### src/rtl/pico_bus_pkg.sv
// Shared state encoding and error constants for the picorv32 bus fabric.
package pico_bus_pkg;

    typedef enum logic [1:0] {
        IDLE   = 2'd0,
        ACCESS = 2'd1,
        RESP   = 2'd2
    } bus_state_t;

    localparam logic [1:0] ERR_NONE    = 2'b00;
    localparam logic [1:0] ERR_MISS    = 2'b01;
    localparam logic [1:0] ERR_TIMEOUT = 2'b10;

    localparam logic [31:0] DEFAULT_ERR_RDATA = 32'hDEAD_BEEF;

endpackage

### src/rtl/pico_bus_region_decode.sv
// Combinational address decoder: masked compare per region, lowest index wins.
module pico_bus_region_decode #(
    parameter int NUM_SLAVES = 4,
    parameter logic [NUM_SLAVES*32-1:0] SLAVE_BASE =
        {32'h0001_0000, 32'h0000_8000, 32'h0000_1000, 32'h0000_0000},
    parameter logic [NUM_SLAVES*32-1:0] SLAVE_MASK =
        {32'hFFFF_F000, 32'hFFFF_F000, 32'hFFFF_F000, 32'hFFFF_F800}
) (
    input  logic [31:0]           addr,
    output logic                  hit,
    output logic [NUM_SLAVES-1:0] sel
);

    // Once a lower region has claimed the address, higher ones are masked off.
    always_comb begin
        hit = 1'b0;
        sel = '0;
        for (int i = 0; i < NUM_SLAVES; i++) begin
            if (!hit && ((addr & SLAVE_MASK[32*i +: 32]) == SLAVE_BASE[32*i +: 32])) begin
                hit    = 1'b1;
                sel[i] = 1'b1;
            end
        end
    end

endmodule

### src/rtl/pico_bus_fabric.sv
// picorv32 native-port interconnect: registered decode, one slave at a time,
// error termination of decode misses and slave timeouts.
module pico_bus_fabric
    import pico_bus_pkg::*;
#(
    parameter int NUM_SLAVES = 4,
    parameter logic [NUM_SLAVES*32-1:0] SLAVE_BASE =
        {32'h0001_0000, 32'h0000_8000, 32'h0000_1000, 32'h0000_0000},
    parameter logic [NUM_SLAVES*32-1:0] SLAVE_MASK =
        {32'hFFFF_F000, 32'hFFFF_F000, 32'hFFFF_F000, 32'hFFFF_F800},
    parameter int TIMEOUT_CYCLES = 255,
    parameter logic [31:0] ERR_RDATA = DEFAULT_ERR_RDATA
) (
    input  logic                       clk,
    input  logic                       resetn,
    input  logic                       cpu_mem_valid,
    input  logic                       cpu_mem_instr,
    input  logic [31:0]                cpu_mem_addr,
    input  logic [31:0]                cpu_mem_wdata,
    input  logic [3:0]                 cpu_mem_wstrb,
    output logic                       cpu_mem_ready,
    output logic [31:0]                cpu_mem_rdata,
    output logic [NUM_SLAVES-1:0]      s_valid,
    output logic [31:0]                s_addr,
    output logic [31:0]                s_wdata,
    output logic [3:0]                 s_wstrb,
    input  logic [NUM_SLAVES-1:0]      s_ready,
    input  logic [NUM_SLAVES*32-1:0]   s_rdata,
    output logic                       err_pulse,
    output logic [1:0]                 err_code,
    output logic [31:0]                err_addr,
    output logic [15:0]                err_count,
    output logic                       dbg_read,
    output logic                       dbg_write
);

    localparam int TW = (TIMEOUT_CYCLES > 1) ? $clog2(TIMEOUT_CYCLES) : 1;
    localparam logic [TW-1:0] TIMER_LAST = TW'((TIMEOUT_CYCLES > 0) ? TIMEOUT_CYCLES - 1 : 0);
    localparam bit TIMEOUT_EN = (TIMEOUT_CYCLES != 0);

    bus_state_t              state;
    logic [TW-1:0]           timer;
    logic [NUM_SLAVES-1:0]   sel_q;
    logic                    dec_hit;
    logic [NUM_SLAVES-1:0]   dec_sel;
    logic                    sel_ready;
    logic [31:0]             sel_rdata;

    pico_bus_region_decode #(
        .NUM_SLAVES (NUM_SLAVES),
        .SLAVE_BASE (SLAVE_BASE),
        .SLAVE_MASK (SLAVE_MASK)
    ) u_decode (
        .addr (cpu_mem_addr),
        .hit  (dec_hit),
        .sel  (dec_sel)
    );

    assign sel_ready = |(s_ready & sel_q);
    assign dbg_read  = cpu_mem_valid & (cpu_mem_instr | (cpu_mem_wstrb == 4'd0));
    assign dbg_write = cpu_mem_valid & (cpu_mem_wstrb != 4'd0);

    always_comb begin
        sel_rdata = '0;
        for (int i = 0; i < NUM_SLAVES; i++) begin
            if (sel_q[i]) sel_rdata = sel_rdata | s_rdata[32*i +: 32];
        end
    end

    // Ready and err_pulse are set on entry to RESP so they are high for that one cycle.
    always_ff @(posedge clk or negedge resetn) begin
        if (!resetn) begin
            state         <= IDLE;
            timer         <= '0;
            sel_q         <= '0;
            s_valid       <= '0;
            s_addr        <= '0;
            s_wdata       <= '0;
            s_wstrb       <= '0;
            cpu_mem_ready <= 1'b0;
            cpu_mem_rdata <= '0;
            err_pulse     <= 1'b0;
            err_code      <= ERR_NONE;
            err_addr      <= '0;
            err_count     <= '0;
        end else begin
            cpu_mem_ready <= 1'b0;
            err_pulse     <= 1'b0;
            case (state)
                IDLE: begin
                    if (cpu_mem_valid) begin
                        s_addr  <= cpu_mem_addr;
                        s_wdata <= cpu_mem_wdata;
                        s_wstrb <= cpu_mem_wstrb;
                        timer   <= '0;
                        if (dec_hit) begin
                            sel_q   <= dec_sel;
                            s_valid <= dec_sel;
                            state   <= ACCESS;
                        end else begin
                            cpu_mem_rdata <= ERR_RDATA;
                            err_code      <= ERR_MISS;
                            err_addr      <= cpu_mem_addr;
                            if (err_count != 16'hFFFF) err_count <= err_count + 16'd1;
                            cpu_mem_ready <= 1'b1;
                            err_pulse     <= 1'b1;
                            state         <= RESP;
                        end
                    end
                end
                ACCESS: begin
                    timer <= timer + TW'(1);
                    if (!cpu_mem_valid) begin
                        s_valid <= '0;
                        state   <= IDLE;
                    end else if (sel_ready) begin
                        cpu_mem_rdata <= sel_rdata;
                        s_valid       <= '0;
                        cpu_mem_ready <= 1'b1;
                        state         <= RESP;
                    end else if (TIMEOUT_EN && (timer == TIMER_LAST)) begin
                        s_valid       <= '0;
                        cpu_mem_rdata <= ERR_RDATA;
                        err_code      <= ERR_TIMEOUT;
                        err_addr      <= s_addr;
                        if (err_count != 16'hFFFF) err_count <= err_count + 16'd1;
                        cpu_mem_ready <= 1'b1;
                        err_pulse     <= 1'b1;
                        state         <= RESP;
                    end
                end
                RESP:    state <= IDLE;
                default: state <= IDLE;
            endcase
        end
    end

endmodule
### config.mk
export PLATFORM = sky130hd
export DESIGN_NAME = pico_bus_fabric
export DESIGN_NICKNAME = d
export VERILOG_FILES = /design/src/rtl/pico_bus_pkg.sv /design/src/rtl/pico_bus_region_decode.sv /design/src/rtl/pico_bus_fabric.sv
export SDC_FILE = /design/constraint.sdc
export NUM_CORES = 1
export LEC_CHECK = 0
export BUFFER_PORTS_ARGS = -buffer_cell sky130_fd_sc_hd__buf_4
export CORE_ASPECT_RATIO = 1.4
export CORE_MARGIN = 3
export CORE_UTILIZATION = 35
export CTS_CLUSTER_SIZE = 10
export DETAILED_ROUTE_END_ITERATION = 7
export GPL_ROUTABILITY_DRIVEN = 0
export HOLD_SLACK_MARGIN = 0.02
export SLEW_MARGIN = 20
export SYNTH_ARGS = -nofsm -noshare
export SYNTH_HDL_FRONTEND = slang
export SYNTH_SLANG_ARGS = --single-unit
### constraint.sdc
create_clock -name clk -period 2.9 [get_ports clk]
set_clock_uncertainty 0.2 [all_clocks]
set_input_delay 0.29 -clock clk [delete_from_list [all_inputs] [get_ports clk]]
set_output_delay 0.29 -clock clk [all_outputs]
set_load 0.05 [all_outputs]
==> impl_metrics.toml <==
[status]
status = "finished, final reports clean"

[detailed_routing]
viasPerCell = 4.88
ant_nets = 0
dr.pass1.iters = 5
routed_wirelength_microns = 27800
initialDrtViolationCount = 359
routedWlPerCell_microns = 17.8
drc = 0
vias = 7620

[clocking]
htree_levels = 4
clk_latency_ns = 0.42
clockBufferDepth = 2
post-cts-setup-buffer-count = 0
root_buffer = "clkbuf_16"
cts_made_buffers = 17
cts_sinks = 170
clkSlewWorstSetupHoldPaths_ns = 0.07
ctsHoldBuffers = 72
cts_resized = 0
cts_tree = "done"

[critical_path]
critPathMaxStageDelay_ns = 0.54
r2r_start = "state[1]"
crit_type = "in2reg"
worst_setup_path_end_kind = "register"
worstPathMaxFanout = 33
path_buf_inv = 2
crit_slowest_cell = "dlygate4sd3_1"
required_ns = 3.00
cp_cell_sequence = "dlygate4sd3_1 -> buf_4 -> nor4_1 -> and4_1 -> a21o_1 -> nand2_4 -> mux2_4"
reg2reg_slack_ns = 0.43
worst-r2r-cell-count = 5
cp_top_family = "simple AND/OR/NAND/NOR gates"
worstPathArrival_ns = 2.85
startpoint_type = "primary input"
r2r_end = "err_addr[1]"

[timing]
hold_viol = 0
tns_ns = 0
tightest_slew_ns = 0.646
fin_crit_ns = 2.74
rsz0062_at_grt = "false"
worst_hold_slack_ns = 0.0358
final_max_slew_viol_count = 0
setup_viol_count_final = 0
max_freq_mhz = 365
relSlewSlack = 0.569
fin_crit_sh = 0.946

[cells_and_area]
syn_to_final_growth_pct = 54.1
drive_gt1_frac = 0.388
multi_input_area_sq_mm = 0.00357
fin_cells = 1560
seqCellArea_sq_mm = 0.00425
nets = 1454
fillers = 2052

[floorplanning]
num_io_pins = 362
rows = 65
start_util = 0.358
core_sq_mm = 0.0226
die_w_microns = 134
dieHeight_microns = 186
dieArea_sq_mm = 0.0250

[grt]
grt_use_total = 0.213
antenna_found_initial = 0
grt_pass1_wl_microns = 41700
overflow = 0
grt_pass1_vias = 7474
grt_max_degree = 69

[yosys]
yosys-top-cells-area = "dfrtp_1 53%, nand2_1 15%, a22oi_1 6.1%"
synth-compound-area-share = 0.109
synth_area_sq_mm = 0.00809
yosys.area_share.simple = 0.204
synthArstFlopShare = 1.00
ys_seq_area_frac = 0.526
synthAdderAreaFrac = 0.00588
synth_top_area_frac = 0.526
synth_seq_cells = 170
synth-edff-count = 0
syn_nets = 1038
yosysTopAreaCell = "dfrtp_1"
ys_types = 47
synth_xor_xnor_area_share = 0.0152
ys_top_cells_by_count = "314 x nand2_1, 170 x dfrtp_1, 66 x a22oi_1"
yosys_warnings = 0
synth_top_family_by_area = "simple AND/OR/NAND/NOR gates"
synth_flop_cell = "dfrtp_1"
synthMuxAreaShare = 0.105
synth_area_per_cell_sq_um = 9.73
netlist_instances = 831
synth.most_common_cell = "nand2_1"

[power_and_ir_drop]
power.leakage_nw = 5.99
vdd_ir_drop_max_mv = 0.400
power_density_mw_per_mm2 = 613

[job]
maxCapViolCount = 0

[placement]
dp_cells = 1457
place_hpwl_microns = 19800
portBuffers = 361

[min_path]
min_path_type = "in2reg"
worstHoldPathCells = 4
hold_path_end = "cpu_mem_rdata[28]"
hold_path_startpoint = "s_rdata[124]"
cells by family (layout without fill, tap and decap cells):
kind of cell / count (synthesis) / in the layout
and+or+nand+nor: 394 / 394
DFF: 170 / 170
AOI/OAI and AO/OA: 123 / 123
muxes: 66 / 66
buffers and inverters: 60 / 487
xor gates and xnor gates: 14 / 14
adders and majority gates: 4 / 4
other: 0 / 1
routing by layer:
metal,GRT usage,share of wire,wire [microns]
met3,0.0433,0.049,1370
met5,0,0,0
met1,0.269,0.41,11400
met2,0.370,0.52,14400
met4,0.0668,0.022,615
worst reg2reg max path, stage by stage (launching register included):
cell and delay, ns:
dfrtp_1 0.44, nand2b_1 0.24, or2_2 0.36, a21o_1 0.21, nand2_4 0.47, mux2_2 0.44
registers in the layout (all words and copies together) (netlist names), 2 cells and up:
signal	flops
s_wdata	32
state	2
sel_q	4
s_valid	4
err_code	2
s_wstrb	4
cpu_mem_rdata	32
timer	8
err_count	16
s_addr	32
err_addr	32
how the worst max path moves through the flow:
stage | from | to | slack [ns] | cells past startpoint
floorplan | cpu_mem_addr[15] | cpu_mem_rdata[0] | 0.63 | 7
global placement | cpu_mem_addr[24] | err_addr[7] | 0.34 | 6
detailed placement | cpu_mem_addr[13] | err_addr[5] | 0.33 | 6
CTS | cpu_mem_addr[13] | err_addr[5] | 0.21 | 7
global route | cpu_mem_addr[13] | err_addr[6] | 0.07 | 7
finish | cpu_mem_addr[13] | err_addr[5] | 0.16 | 7
power by group:
| part | switching (mW) | internal [mW] | total (mW) |
|---|---|---|---|
| logic | 1.50 | 0.828 | 2.32 |
| clock network | 0.987 | 1.45 | 2.43 |
| registers | 0.237 | 2.64 | 2.87 |
layout by cell type (no fill, tap or decap), types with 5 or more instances in the layout:
master and n:
nand4_1 6, a211oi_1 8, dlygate4sd3_1 72, a21oi_1 14, a22oi_1 66, dfrtp_1 170, clkbuf_16 17, nand3_1 36
nand2_1 314, inv_1 5, xor2_1 14, buf_4 376, a32o_1 6, mux2_2 36, mux2_4 29, nor2_1 8
o21ai_0 13
cell type report:
| cell class | count | area share |
|---|---|---|
| Sequential cell | 170 | 0.342 |
| Timing Repair Buffer | 452 | 0.290 |
| Multi-Input combinational cell | 601 | 0.287 |
| Clock buffer | 17 | 0.0342 |
| Tap cell | 301 | 0.0302 |
| Clock inverter | 13 | 0.0155 |
| Inverter | 5 | 0.00151 |
| Antenna cell | 1 | 0.000201 |
stage by stage:
stage / worst slack [ns] / utilization / total power, mW / cell area (sq um)
final: 0.157 / 0.551 / 7.63 / 12500
after floorplan: 0.633 / - / 4.25 / 8090
after global placement: 0.343 / 0.492 / 5.15 / 11100
after CTS: 0.210 / 0.551 / 7.71 / 12500
after detailed placement: 0.327 / 0.492 / 5.17 / 11100
after global routing: 0.0664 / 0.551 / 7.95 / 12500
Power figures use the tool's default switching activity.
